[config.mk]
export PLATFORM = sky130hd
export DESIGN_NAME = mult_share_ctrl
export DESIGN_NICKNAME = d
export VERILOG_FILES = /design/src/rtl/mult_share_ctrl.sv
export SDC_FILE = /design/constraint.sdc
export NUM_CORES = 1
export LEC_CHECK = 0
export CAP_MARGIN = 40
export CORE_MARGIN = 2
export CORE_UTILIZATION = 31
export CTS_CLUSTER_DIAMETER = 120
export DETAILED_ROUTE_END_ITERATION = 12
export GPL_TIMING_DRIVEN = 0
export PLACE_DENSITY = 0.75
export SLEW_MARGIN = 20
export SYNTH_ARGS = -nofsm -noshare
export SYNTH_HDL_FRONTEND = slang
export SYNTH_SLANG_ARGS = --single-unit
[constraint.sdc]
create_clock -name clk -period 1.85 [get_ports clk]
set_input_delay 0.37 -clock clk [delete_from_list [all_inputs] [get_ports clk]]
set_output_delay 0.37 -clock clk [all_outputs]
set_load 0.1 [all_outputs]
[src/rtl/mult_share_ctrl.sv]
// Round-robin scheduler sharing one sequential multiplier core among NREQ requesters.
// Latency: req to gnt is 1 cycle, req to rsp_valid is M+3 cycles; a hung core is aborted by a watchdog.
module mult_share_ctrl #(
  parameter int N       = 4,
  parameter int M       = 4,
  parameter int NREQ    = 4,
  parameter int IDW     = 2,
  parameter int TIMEOUT = 16
) (
  input  logic                clk,
  input  logic                rst,
  input  logic [NREQ-1:0]     req,
  input  logic [NREQ*N-1:0]   req_a,
  input  logic [NREQ*M-1:0]   req_b,
  output logic [NREQ-1:0]     gnt,
  output logic                rsp_valid,
  output logic [IDW-1:0]      rsp_id,
  output logic [N+M-1:0]      rsp_data,
  output logic                rsp_err,
  output logic                busy,
  output logic                mul_data_rdy,
  output logic [N-1:0]        mul_mult1,
  output logic [M-1:0]        mul_mult2,
  input  logic                mul_result_rdy,
  input  logic [N+M-1:0]      mul_result
);

  localparam int WDW = $clog2(TIMEOUT + 1);

  localparam logic [1:0] S_IDLE  = 2'd0;
  localparam logic [1:0] S_ISSUE = 2'd1;
  localparam logic [1:0] S_WAIT  = 2'd2;
  localparam logic [1:0] S_RESP  = 2'd3;

  logic [1:0]     state;
  logic [IDW-1:0] ptr;
  logic [IDW-1:0] winner;
  logic [IDW-1:0] pick;
  logic           pick_vld;
  logic [WDW-1:0] wd;

  // Descending scan so the set bit closest to ptr (upward, wrapping) is the last to overwrite pick.
  always_comb begin
    pick     = '0;
    pick_vld = 1'b0;
    for (int k = NREQ - 1; k >= 0; k--) begin
      if (req[(int'(ptr) + k) % NREQ]) begin
        pick     = IDW'((int'(ptr) + k) % NREQ);
        pick_vld = 1'b1;
      end
    end
  end

  always_ff @(posedge clk) begin
    if (rst) begin
      state        <= S_IDLE;
      ptr          <= '0;
      winner       <= '0;
      wd           <= '0;
      gnt          <= '0;
      rsp_valid    <= 1'b0;
      rsp_id       <= '0;
      rsp_data     <= '0;
      rsp_err      <= 1'b0;
      busy         <= 1'b0;
      mul_data_rdy <= 1'b0;
      mul_mult1    <= '0;
      mul_mult2    <= '0;
    end else begin
      gnt          <= '0;
      mul_data_rdy <= 1'b0;
      rsp_valid    <= 1'b0;
      case (state)
        S_IDLE: begin
          if (pick_vld) begin
            winner       <= pick;
            mul_mult1    <= req_a[int'(pick)*N +: N];
            mul_mult2    <= req_b[int'(pick)*M +: M];
            gnt          <= NREQ'(1) << pick;
            mul_data_rdy <= 1'b1;
            busy         <= 1'b1;
            state        <= S_ISSUE;
          end
        end
        S_ISSUE: begin
          wd    <= '0;
          state <= S_WAIT;
        end
        S_WAIT: begin
          // Completion takes priority over a coincident timeout.
          if (mul_result_rdy) begin
            rsp_data  <= mul_result;
            rsp_err   <= 1'b0;
            rsp_valid <= 1'b1;
            rsp_id    <= winner;
            state     <= S_RESP;
          end else if (wd == WDW'(TIMEOUT - 1)) begin
            rsp_data  <= '0;
            rsp_err   <= 1'b1;
            rsp_valid <= 1'b1;
            rsp_id    <= winner;
            state     <= S_RESP;
          end else begin
            wd <= wd + 1'b1;
          end
        end
        S_RESP: begin
          ptr   <= (int'(winner) == NREQ - 1) ? '0 : winner + 1'b1;
          busy  <= 1'b0;
          state <= S_IDLE;
        end
        default: begin
          busy  <= 1'b0;
          state <= S_IDLE;
        end
      endcase
    end
  end

endmodule
==> impl_results.md <==
* Die area at 6060 µm²
* Synthesized Nets at 236
* Mapped Cells at 181
* RSZ-0062 raised after global routing: yes
* Final Util at 59.87%
* Largest net degree at the start of global routing at 12
* CTS Hold Bufs at 0
* Tmin final at 1.766 ns
* Slew Viols, Final at 0
* Clk slew on worst S/H paths at 0.07 ns
* CTS tree: done
* Pwr Density at 1220 nW/µm²
* Cells after DPL at 348
* Layout cell share with drive strength beyond 1 at 17.77%
* Gr busiest metal: met2
* Sequential cell fraction of total power at 27.3%
* Clk buf depth at 2
* Buffers on Ports at 71
* Fmax at 566.2 MHz
* Area grow syn2layout at 83.20%
* Final antenna diode count at 0
* Main flop type after synthesis: dfxtp_1
* Ratio of routed vias to standard cells at 4.689
* Crit path DAT at 1.40 ns
* Initial DRC count at 44
* Ys Warns at 0
* H-Tree Level Count at 2
* # setup viols final at 0
* Die Height at 77.85 µm
* Global-route wire length before repair at 8.045 mm
* Vias at 1674
* Core Region at 5172 µm²
* FFs w/ async S/R, synth at 0%
* Register bit total from synthesis at 37
* Mapped Avg Cell Area at 9.339 µm²
* Critical path type: reg -> out
* CP Data Required Time at 1.48 ns
* Clk root buf: clkbuf_8
* Clock Skew at 0.005088 ns
* Effective utilization at floorplan at 32.68%
* Slew @ Worst Pin at 0.4686 ns
* Final Cycle Share at 95.47%
* Vias in the first global route at 1733
* # nets final at 341
* M2 GR Usage at 29.83%
* Most common cell in the netlist: dfxtp_1
* Run status: finished, final reports clean
* Hold Fails Final Rpt at 0
* Post-DRT Antenna Nets at 0
* Relative slew slack at 68.76%
* Register area share after synthesis at 43.82%
* GRT Residual Overflow at 0
* DRT Pass-1 Iters at 4
* Die width at 77.85 µm
* Post-synth EDFFs at 0
* IR drop worst, VDD at 0.6769 mV
* Rows at 26
* HPWL after DPL at 3.821 mm
* Combinational power share at 56.3%
* Yosys cell types at 29
* Worst min path class: reg -> reg
* Antenna violations before repair at 0
* Endpoint class of the critical path: output pin
* CTS Sinks at 37
* DRT Wirelength at 5.107 mm
* Number of max-cap violations at 0
* Final GP Congestion at 0.7370
* NetSw at 0.001643 W
* Reg2reg setup slack at 0.11 ns
* Post-synth top cells: dfxtp_1, nor2_1, mux2i_1
* Share of the synthesized area in the top cell type at 43.82%
* Total global-route track usage at 16.88%
* I/O Pins at 73
* Cts bufs inserted at 5
* Worst Path Max Fanout at 2
* WL/cell at 14.31 µm
* Clock share of power at 16.4%
* Sw frac at 43.47%
* Mapped Area at 1690 µm²
* Met3 Use GR at 3.605%
* Int Power at 0.002137 W
* Clk_lat worst skew at 0.29 ns
* GRT met1 Usage at 19.96%
* Static Leakage at 1.228 nW
* Worst setup SP type: flip-flop
* Largest area contributor in the netlist: dfxtp_1
* # DRC at 0
* Fin cells at 357
* Largest cells by area after synthesis: dfxtp_1, mux2i_1, nor2_1
==> logic make-up (layout without fill, tap and decap cells) <==
logic type / count (synthesis) / after routing / synth area share (%)
xor+xnor: 1 / 1 / 0.5182
flops: 37 / 37 / 43.82
buf+inv: 17 / 123 / 4.959
mux: 23 / 23 / 13.62
simple gates: 61 / 61 / 16.21
compound gates: 34 / 34 / 14.95
fa+ha+maj: 8 / 8 / 5.922
==> area by class of cell <==
cell class / instances / area [µm²]
Fill cell: 417 / 2076
Timing Repair Buffer: 99 / 1191
Multi-Input combinational cell: 127 / 889.6
Sequential cell: 37 / 743.2
Clock buffer: 7 / 96.34
Tap cell: 70 / 87.58
Buffer: 9 / 57.56
Inverter: 7 / 26.28
Clock inverter: 1 / 5.005
==> worst paths after layout <==
kind,cells past startpoint,start,endpoint
max,2,mul_mult2[3]$_SDFFE_PP0P_,mul_mult2[3]
min,2,mul_mult1[0]$_SDFFE_PP0P_,mul_mult1[0]$_SDFFE_PP0P_
max reg2reg,7,wd[0]$_SDFFE_PP0P_,wd[3]$_SDFFE_PP0P_
min reg2reg,2,mul_mult1[0]$_SDFFE_PP0P_,mul_mult1[0]$_SDFFE_PP0P_
==> per-stage QoR <==
step	TNS [ns]	cell area [µm²]	hold slack, ns	power [W]	setup WS, ns
6_report	0	3097	0.4613	0.003779	0.08374
5_1_grt	-0.003363	3097	0.5079	0.003964	-0.003363
4_1_cts	0	3065	0.4654	0.003791	0.0001881
3_5_place_dp	-5.051	2954	0.4517	0.003152	-0.3100
3_3_place_gp	-3.964	2489	0.4445	0.002714	-0.2792
2_1_floorplan	0	1690	0.4319	0.002299	0.03370
==> routing by layer <==
metal / vias up / share of wire, %
li1: 841 / -
met5: - / 0
met2: 40 / 53
met3: 6 / 3.5
met4: 0 / 1.5
met1: 787 / 42
==> state kept, by name, summed over array words and instances (netlist names), 4 cells and up <==
| name | count |
|---|---|
| gnt | 4 |
| mul_mult1 | 4 |
| wd | 5 |
| mul_mult2 | 4 |
| rsp_data | 8 |
==> power by group through the flow <==
stage,sequential (W),combinational (W),clock [W]
4_1_cts,0.00103,0.00213,0.000634
3_5_place_dp,0.00105,0.00211,0
3_3_place_gp,0.00104,0.00167,0
6_report,0.00103,0.00213,0.000621
2_1_floorplan,0.00180,0.000498,0
5_1_grt,0.00105,0.00224,0.000670
==> timing repair <==
action,4_1_cts,5_1_grt
resized for setup,5,8
setup endpoints to repair,15,13
cloned,1,0
pin swaps,0,1
buffers inserted,0,1
==> layout by cell type (no fill, tap or decap), drive strengths merged, types with 2 or more instances in the layout <==
cell type      instances
a21oi                 10
a22oi                  8
and2                   3
buf                   31
clkbuf                13
clkdlybuf4s50         70
dfxtp                 37
ha                     8
inv                    7
mux2i                 23
nand2                 13
nand2b                 4
nand3                  2
nor2                  31
nor2b                  2
nor3                   4
o21ai                  3
o221ai                 8
==> critical path: stages, from the launching register on <==
cell and delay, ns:
dfxtp_1 0.35, clkdlybuf4s50_1 0.57, buf_16 0.19
Power figures use the tool's default switching activity.
